## config.mk

```make
export PLATFORM = sky130hd
export DESIGN_NAME = adat_rx_frame_parser
export DESIGN_NICKNAME = d
export VERILOG_FILES = /design/src/rtl/adat_rx_frame_parser.sv
export SDC_FILE = /design/constraint.sdc
export NUM_CORES = 1
export LEC_CHECK = 0
export BUFFER_PORTS_ARGS = -buffer_cell sky130_fd_sc_hd__buf_2
export CORE_ASPECT_RATIO = 0.8
export CORE_UTILIZATION = 45
export CTS_CLUSTER_SIZE = 14
export DETAILED_ROUTE_END_ITERATION = 16
export GPL_TIMING_DRIVEN = 0
export PLACE_DENSITY_LB_ADDON = 0.3
export SLEW_MARGIN = 20
export SYNTH_ARGS = -nofsm -noshare
export SYNTH_HDL_FRONTEND = slang
export SYNTH_SLANG_ARGS = --single-unit
```

## constraint.sdc

```tcl
create_clock -name i_clk -period 5.09 [get_ports i_clk]
set_input_delay 0 -clock i_clk [delete_from_list [all_inputs] [get_ports i_clk]]
set_output_delay 0 -clock i_clk [all_outputs]
set_load 0.005 [all_outputs]
```

## src/rtl/adat_rx_frame_parser.sv

```systemverilog
// rtl/adat_rx_frame_parser.sv - ADAT receive frame parser: sync search, user bits, channel deserialisation, frame timing
//
// Purpose:
//   Takes the NRZI-decoded ADAT bit stream and recovers frame structure.
//   A frame is a run of at least SYNC_ZEROS zeros, a '1' marker, then 49
//   five-bit groups (4 data bits followed by a '1' separator). Group 0 holds
//   the user bits; groups 1..48 hold eight 24-bit channels, six nibbles each,
//   MSB nibble first. The clock-cycle distance between consecutive sync
//   detections is reported as the frame time.
//
// Ports:
//   i_clk         system clock
//   i_rst         asynchronous active-low reset
//   i_bit         decoded data bit, valid only with i_bit_valid
//   i_bit_valid   one-cycle strobe per received bit
//   o_frame_time  cycles between the last two sync detections
//   o_data        assembled 24-bit channel sample, first bit received is MSB
//   o_channel     channel index (0..7) belonging to o_data
//   o_data_valid  one-cycle pulse qualifying o_data/o_channel
//   o_sync        frame lock level, raised only after a fully good frame
//   o_user_bits   user bits of the last frame, first bit received is [3]
//   o_sync_err    one-cycle pulse on a bad separator bit

module adat_rx_frame_parser #(
    parameter int SYNC_ZEROS = 10,
    parameter int FT_WIDTH   = 12
) (
    input  logic                i_clk,
    input  logic                i_rst,
    input  logic                i_bit,
    input  logic                i_bit_valid,
    output logic [FT_WIDTH-1:0] o_frame_time,
    output logic [23:0]         o_data,
    output logic [2:0]          o_channel,
    output logic                o_data_valid,
    output logic                o_sync,
    output logic [3:0]          o_user_bits,
    output logic                o_sync_err
);

    typedef enum logic {
        HUNT = 1'b0,
        RECV = 1'b1
    } state_t;

    localparam logic [3:0]          SYNC_ZEROS_L = 4'(SYNC_ZEROS);
    localparam logic [3:0]          ZRUN_MAX     = 4'hF;
    localparam logic [FT_WIDTH-1:0] FT_MAX       = '1;
    localparam logic [FT_WIDTH-1:0] FT_MAX_M1    = {{(FT_WIDTH-1){1'b1}}, 1'b0};
    localparam logic [5:0]          LAST_GROUP   = 6'd48;
    localparam logic [2:0]          SEP_POS      = 3'd4;
    localparam logic [2:0]          LAST_NIBBLE  = 3'd5;

    state_t                state_q, state_d;
    logic [3:0]            zrun_q, zrun_d;
    logic [2:0]            pos_q, pos_d;
    logic [5:0]            group_q, group_d;
    logic [2:0]            nib_q, nib_d;
    logic [2:0]            chan_q, chan_d;
    logic [23:0]           shift_q, shift_d;
    logic [FT_WIDTH-1:0]   cnt_q, cnt_d;
    logic                  seen_q, seen_d;

    logic [FT_WIDTH-1:0]   frame_time_q, frame_time_d;
    logic [23:0]           data_q, data_d;
    logic [2:0]            channel_q, channel_d;
    logic                  data_valid_q, data_valid_d;
    logic                  sync_q, sync_d;
    logic [3:0]            user_q, user_d;
    logic                  sync_err_q, sync_err_d;

    logic                  sync_det;
    logic                  timeout;
    logic [FT_WIDTH-1:0]   elapsed;

    // The counter is cleared on the sync edge itself, so at the next sync
    // edge it holds (elapsed - 1); add one back, holding at saturation.
    assign elapsed  = (cnt_q == FT_MAX) ? FT_MAX : cnt_q + 1'b1;
    assign sync_det = i_bit_valid && i_bit && (zrun_q >= SYNC_ZEROS_L);
    // Fires on the edge at which the counter enters saturation, once.
    assign timeout  = (cnt_q == FT_MAX_M1) && !sync_det;

    always_ff @(posedge i_clk or negedge i_rst) begin
        if (!i_rst) begin
            state_q      <= HUNT;
            zrun_q       <= '0;
            pos_q        <= '0;
            group_q      <= '0;
            nib_q        <= '0;
            chan_q       <= '0;
            shift_q      <= '0;
            cnt_q        <= '0;
            seen_q       <= 1'b0;
            frame_time_q <= '0;
            data_q       <= '0;
            channel_q    <= '0;
            data_valid_q <= 1'b0;
            sync_q       <= 1'b0;
            user_q       <= '0;
            sync_err_q   <= 1'b0;
        end else begin
            state_q      <= state_d;
            zrun_q       <= zrun_d;
            pos_q        <= pos_d;
            group_q      <= group_d;
            nib_q        <= nib_d;
            chan_q       <= chan_d;
            shift_q      <= shift_d;
            cnt_q        <= cnt_d;
            seen_q       <= seen_d;
            frame_time_q <= frame_time_d;
            data_q       <= data_d;
            channel_q    <= channel_d;
            data_valid_q <= data_valid_d;
            sync_q       <= sync_d;
            user_q       <= user_d;
            sync_err_q   <= sync_err_d;
        end
    end

    always_comb begin
        state_d      = state_q;
        zrun_d       = zrun_q;
        pos_d        = pos_q;
        group_d      = group_q;
        nib_d        = nib_q;
        chan_d       = chan_q;
        shift_d      = shift_q;
        cnt_d        = cnt_q;
        seen_d       = seen_q;
        frame_time_d = frame_time_q;
        data_d       = data_q;
        channel_d    = channel_q;
        data_valid_d = 1'b0;
        sync_d       = sync_q;
        user_d       = user_q;
        sync_err_d   = 1'b0;

        // Zero-run tracking is independent of the FSM state.
        if (i_bit_valid) begin
            if (i_bit) begin
                zrun_d = '0;
            end else if (zrun_q != ZRUN_MAX) begin
                zrun_d = zrun_q + 1'b1;
            end
        end

        if (sync_det) begin
            cnt_d = '0;
        end else if (cnt_q != FT_MAX) begin
            cnt_d = cnt_q + 1'b1;
        end

        if (sync_det) begin
            // A sync detect restarts the frame from any state and beats a
            // coincident timeout.
            if (seen_q) begin
                frame_time_d = elapsed;
            end
            seen_d  = 1'b1;
            state_d = RECV;
            group_d = '0;
            pos_d   = '0;
            nib_d   = '0;
            chan_d  = '0;
            shift_d = '0;
        end else if (timeout) begin
            sync_d  = 1'b0;
            seen_d  = 1'b0;
            state_d = HUNT;
        end else if (state_q == RECV && i_bit_valid) begin
            if (pos_q != SEP_POS) begin
                // The 24-bit shifter naturally flushes the previous channel
                // after six nibbles, so no per-channel clear is needed.
                shift_d = {shift_q[22:0], i_bit};
                pos_d   = pos_q + 1'b1;
            end else if (i_bit) begin
                pos_d = '0;
                if (group_q == '0) begin
                    user_d = shift_q[3:0];
                end else if (nib_q == LAST_NIBBLE) begin
                    data_valid_d = 1'b1;
                    data_d       = shift_q;
                    channel_d    = chan_q;
                    chan_d       = chan_q + 1'b1;
                    nib_d        = '0;
                end else begin
                    nib_d = nib_q + 1'b1;
                end
                if (group_q == LAST_GROUP) begin
                    sync_d  = 1'b1;
                    state_d = HUNT;
                end else begin
                    group_d = group_q + 1'b1;
                end
            end else begin
                sync_err_d = 1'b1;
                sync_d     = 1'b0;
                state_d    = HUNT;
            end
        end
    end

    assign o_frame_time = frame_time_q;
    assign o_data       = data_q;
    assign o_channel    = channel_q;
    assign o_data_valid = data_valid_q;
    assign o_sync       = sync_q;
    assign o_user_bits  = user_q;
    assign o_sync_err   = sync_err_q;

endmodule

```

; Word level (Yosys, flattened, before mapping)
; Cells that the tools add are included.
[op_classes]
n_addsub = 6
n_mul = 0
div_mod_pow = 0
order_cmp = 1
n_eq_ne = 15
shifts = 0
muxes = 59
bitwise = 4
reduce_logical = 27
[op_table]
columns = op, n
row1 = $mux W24, 4
row2 = $mux W3, 19
row3 = $mux W12, 3
row4 = $mux W6, 6
row5 = $mux W1, 25
row6 = $eq A12 B12 Y1 const B, 2
row7 = $reduce_bool A2 Y1, 8
row8 = $add A12 B1 Y12 const B, 1
row9 = $ne A12 B12 Y1 const B, 1
row10 = $reduce_and A6 Y1, 2
row11 = $ne A2 B2 Y1 const B, 5
row12 = $reduce_and A5 Y1, 2
row13 = $add A3 B1 Y3 const B, 3
row14 = $reduce_and A3 Y1, 3
row15 = $mux W4, 2
row16 = $reduce_and A7 Y1, 1
row17 = $add A6 B1 Y6 const B, 1
row18 = $eq A6 B6 Y1 const B, 1
row19 = $logic_not A6 Y1, 1
row20 = $ne A3 B3 Y1 const B, 2
row21 = $reduce_bool A3 Y1, 2
row22 = $add A4 B1 Y4 const B, 1
row23 = $ge A4 B4 Y1 const B, 1
row24 = $logic_and A1 B1 Y1, 4
row25 = 8 further kinds, 12
[totals]
reg_bits = 103
latch_bits = 0
ramBits = 0
romBits = 0
input_bits = 4
output_inout_bits = 46
wordCells = 128
mem_count = 0

; Longest topological paths before layout
[logic_depth]
depth_word = 8
ltp_mapped = 8
mapped_depth_nobuf = 6

; Worst setup path after synthesis
; OpenSTA, ideal clock, no wires.
[synth_timing]
kind = reg-to-reg
start = register zrun_q[0]
end = register data_q[10], in the netlist o_data[10]
setup_time_ps = 125
arrival_time_ps = 2257
required_ps = 4965
setup_slack_ps = 2708
stages_incl_launch_ff = 9
n_path_buf = 2
period_less_slack_ps = 2382
path_cell_list = dfrtp_1 -> inv_1 -> ha_1 -> or3_4 -> and2_4 -> buf_6 -> nor4_4 -> buf_6 -> mux2_4
[synth_between]
elab_chain_len = 6
word_cells_on_any_way = 7
classes_between = order compare: 1 / bitwise: 2 / reduce/logical: 4
[synth_lines]
columns = item, line_no
row1 = start: declaration, 55  ; logic [3:0] zrun_q, zrun_d;
row2 = start signal: assignment, 103  ; zrun_q <= zrun_d;
row3 = $ge A4 B4 Y1 (*), 79  ; assign sync_det = i_bit_valid && i_bit && (zrun_q >= SYNC_ZEROS_L);
row4 = $logic_and A1 B1 Y1 (*), 79
row5 = $logic_not A1 Y1, 81  ; assign timeout = (cnt_q == FT_MAX_M1) && !sync_det;
row6 = $logic_and A1 B1 Y1, 81
row7 = $not A1 Y1 (no source line), n/a
row8 = $reduce_and A7 Y1 (no source line) (*), n/a
row9 = end signal: assignment, 112  ; data_q <= data_d;
row10 = end: declaration, 65  ; logic [23:0] data_q, data_d;
; Mark *: on every way between the ends. The rest lies on a longest branch, timed or not.
; A chain may end at the register's enable or synchronous reset.

; Final worst setup path
[layout_timing]
start = register pos_q[1]
end = register user_q[0], in the netlist o_user_bits[0]
[layout_between]
elab_chain_len = 3
[layout_lines]
columns = item, line_no
row1 = start: declaration, 56  ; logic [2:0] pos_q, pos_d;
row2 = start signal: assignment, 104  ; pos_q <= pos_d;
row3 = $ne A3 B3 Y1, 172  ; if (pos_q != SEP_POS) begin
row4 = $not A1 Y1 (no source line), n/a
row5 = $reduce_and A6 Y1 (no source line), n/a
row6 = end signal: assignment, 116  ; user_q <= user_d;
row7 = end: declaration, 69  ; logic [3:0] user_q, user_d;
; Every way passes these cells.

==> out/results.env <==
WORST_PIN_SLEW_NS=0.9777
FINALSETUPTNS_NS=0
PATH_CLASS='reg2reg'
SYNTH-EDFF-COUNT=0
HOLDCRITPATHCLASS='in2reg'
TOTALPOWERFINAL_mW=2.261
FINAL_NET_COUNT=447
RR_ENDPOINT='o_user_bits[0]$_DFFE_PN0P_'
PLACEMENTROWS=32
SYN_INST=372
DRIVE_ABOVE_1_SHARE_PCT=25.51
MULTIINPUTGATEAREA_UM2=1833
ROUTE.VIAS.TOTAL=3164
CRITICAL_REGISTER_TO_REGISTER_PATH_STARTPOINT='pos_q[1]$_DFFE_PN0P_'
NUMCLOCKSINKS=103
CTS.HTREE.LEVELS=3
FF_LATCH_AREA_UM2=2577
CLKTRANSATPATHREGS_NS=0.07
CRITPATHLAUNCHTYPE='flip-flop'
ANTENNA_FOUND_INITIAL=0
YS_SEQ_ELEMENTS=103
GRT_SETUP_UNREPAIRED='no'
POST-DP-HPWL_UM=6324
HORIZONTAL_DIE_DIMENSION_UM=114.3
ACHIEVABLE_FREQUENCY_MHz=349.2
DATA_REQUIRED_TIME_OF_THE_CRITICAL_PATH_NS=5.32
TIMING_HOLD_VIOLATIONS_FINAL=0
PLACED_AREA_UM2=4989
GP_CONGESTION=0.8542
SYNTH_TOP_CELL_BY_AREA='dfrtp_1'
PEAKVDDDROP_mV=0.2241
GRT_FIRST_PASS_WIRELENGTH_UM=15600
MAPPEDNETLISTNETS=385
TIMING.FINAL.SETUP_VIOLATIONS=0
N_ANTENNA_CELL=0
FLOORPLAN.IO_PINS=50
CRIT_PATH_END='o_user_bits[0]$_DFFE_PN0P_'
NUMPORTBUFFERS=49
RUN_STATUS='finished clean'
SYNTH_TOP_AREA_SHARE_PCT=56.78
SLEW_VIOLATIONS=0
WORST_EP_ARRIVAL_TIME_NS=3.10
CTS-ROOT-BUF='clkbuf_16'
POSTROUTEWIRELENGTH_UM=9015
DETAILED_ROUTER_S_FIRST_ITERATION_VIOLATION_COUNT=162
FIRST_GLOBAL_VIAS=3108
CORE_AREA_UM2=9729
FINALCRITPERIODSHARE_PCT=56.26
TIMING.FINAL.CRIT_PERIOD_NS=2.864
YS_SEQ_AREA_SHARE_PCT=56.78
POST_SYNTH_NUM_CELL_TYPES=43
MEAN_AREA_PER_SYNTHESIZED_CELL_UM2=12.20
MAX_SLEW_HEADROOM_AT_THE_WORST_PIN_PCT=34.38
FINAL.FILL_COUNT=848
ASYNCSETRESETFLOPFRACSYNTH_PCT=100.0
YS_DOMINANT_REG_CELL='dfrtp_1'
YOSYSWARNINGS=0
CAP_VIOLATIONS=0
DP.CELLS=558
STDCELL_COUNT=575
SYNTH.AREA.TOP_CELLS='dfrtp_1, mux2_4, a22o_1'
CRITICAL_PATH.MAX_FANOUT=10
FINAL_CORE_UTILIZATION_PCT=54.32
NUMCTSBUFFERS=9
FINAL_AREA_UM2=5285
GRT.OVERFLOW.TOTAL=0
CTSLONGESTPATHBUFFERS=2
AREA_DELTA_SYNTH_FINAL_PCT=16.43
WORST_R2R_PATH_DEPTH=7
DRC_ERRORS=0
ROUTEDWLPERCELL_UM=15.68
POWERDENSITY_nW_PER_UM2=427.9
FINCLKSKEW_NS=0.005609
CTS-RESIZED-GATES=0
R2R_SLACK_NS=2.23
CRIT_START='pos_q[1]$_DFFE_PN0P_'
P_LEAK_nW=2.536
FIRSTDRTPASSITERS=4
INITIAL_CORE_UTILIZATION_PCT=46.66
DIEHEIGHT_UM=91.84
ANT_NETS=0
GRT_USAGE_PCT=19.34
LARGEST_NET_DEGREE_AT_THE_START_OF_GLOBAL_ROUTING=58
CTS_TREE='yes'
CLOCK_LATENCY_NS=0.35
NETLIST_AREA_BEFORE_PLACEMENT_UM2=4539
VIASPERCELL=5.503
END_KIND='flip-flop'
FP.DIEAREA_UM2=10500
[sequential cells by signal (all words and copies together) (netlist names)]
register,cells
zrun_q,4
nib_q,3
o_channel,3
o_data,24
o_data_valid,1
o_frame_time,12
o_user_bits,4
shift_q,24
group_q,6
chan_q,3
seen_q,1
state_q,1
cnt_q,12
o_sync_err,1
o_sync,1
pos_q,3
[kinds of logic after synthesis]
group | Yosys count | share of synthesized area, %
AO/OA/AOI/OAI | 94 | 14.31
XOR/XNOR | 6 | 1.158
flip-flops | 103 | 56.78
AND/OR/NAND/NOR | 93 | 11.38
multiplexers | 38 | 10.94
buffers and inverters | 29 | 2.949
adder cells (fa/ha/maj) | 9 | 2.481
[critical path: stages (launching register included)]
cell	delay (ns)
dfrtp_1	0.41
inv_1	0.07
ha_1	0.22
nand4_1	0.34
a311oi_1	0.92
and3_1	0.29
buf_2	0.16
mux2_2	0.34
[cells in the mapped netlist, types with 7 or more instances]
library cell  instances
mux2_2               17
dfrtp_1             103
mux2_4               19
ha_1                  9
a31oi_1               9
o21ai_0              11
clkbuf_1             13
a21oi_1              23
nor2_1               18
nand2_1              19
a22o_1               26
o31ai_1               7
inv_1                11
nand3_1              13
[cell usage in the layout (no fill, tap or decap), drive strengths merged, types with 4 or more instances in the layout]
| cell | synthesis | layout |
|---|---|---|
| dfrtp | 103 | 103 |
| xnor2 | 5 | 5 |
| and4 | 4 | 4 |
| a21oi | 23 | 23 |
| nand3 | 13 | 13 |
| a31oi | 9 | 9 |
| nor2 | 18 | 18 |
| inv | 11 | 14 |
| o31ai | 7 | 7 |
| buf | 5 | 55 |
| and3 | 6 | 6 |
| nor3 | 6 | 6 |
| mux2 | 36 | 36 |
| or4 | 6 | 6 |
| nand2 | 19 | 19 |
| a22o | 26 | 26 |
| a21o | 4 | 4 |
| o21ai | 11 | 11 |
| nand4 | 6 | 6 |
| o22ai | 4 | 4 |
| clkbuf | 13 | 23 |
| ha | 9 | 9 |
[where the power goes]
group	total, mW	internal (mW)	switching (mW)
Combinational	0.442	0.212	0.229
Sequential	1.17	0.987	0.181
Clock	0.652	0.340	0.312
[layer usage]
layer,up-vias,global-route usage [%],routed length (um)
li1,1512,-,-
met1,1568,27.93,4414
met2,73,28.64,4069
met3,11,4.230,388
met4,0,7.035,142
met5,-,0,0
[repair_timing]
| item | CTS | global route |
|---|---|---|
| hold endpoints to repair | 56 | 0 |
| hold buffers | 1 | 0 |
| setup buffers | 0 | 0 |
[final cells by class]
| cell class | instances | area share, % |
|---|---|---|
| flip-flops and latches | 103 | 48.77 |
| clock buffers | 10 | 4.332 |
| well taps | 136 | 3.220 |
| repair buffers | 51 | 5.469 |
| multi-input cells | 240 | 34.68 |
| clock inverters | 6 | 0.9943 |
| inverters | 11 | 0.7812 |
| plain buffers | 18 | 1.752 |
[worst min-delay path by stage]
stage | cells after the start | start | end
floorplan | 0 | i_rst | chan_q[0]$_DFFE_PN0P_
global route | 3 | i_bit_valid | zrun_q[3]$_DFFE_PN0P_
finish | 3 | i_bit_valid | zrun_q[2]$_DFFE_PN0P_
global placement | 1 | o_data_valid$_DFF_PN0_ | o_data_valid
CTS | 3 | i_bit_valid | zrun_q[2]$_DFFE_PN0P_
detailed placement | 1 | i_rst | o_frame_time[0]$_DFFE_PN0P_
[metrics by stage]
step	setup WS [ns]	hold WS (ns)
6_report	2.226	0.06863
3_3_place_gp	2.284	0.3922
2_1_floorplan	2.708	-0.2956
4_1_cts	2.253	0.05419
5_1_grt	1.992	0.1209
3_5_place_dp	2.287	0.005848
Power figures use the tool's default switching activity.
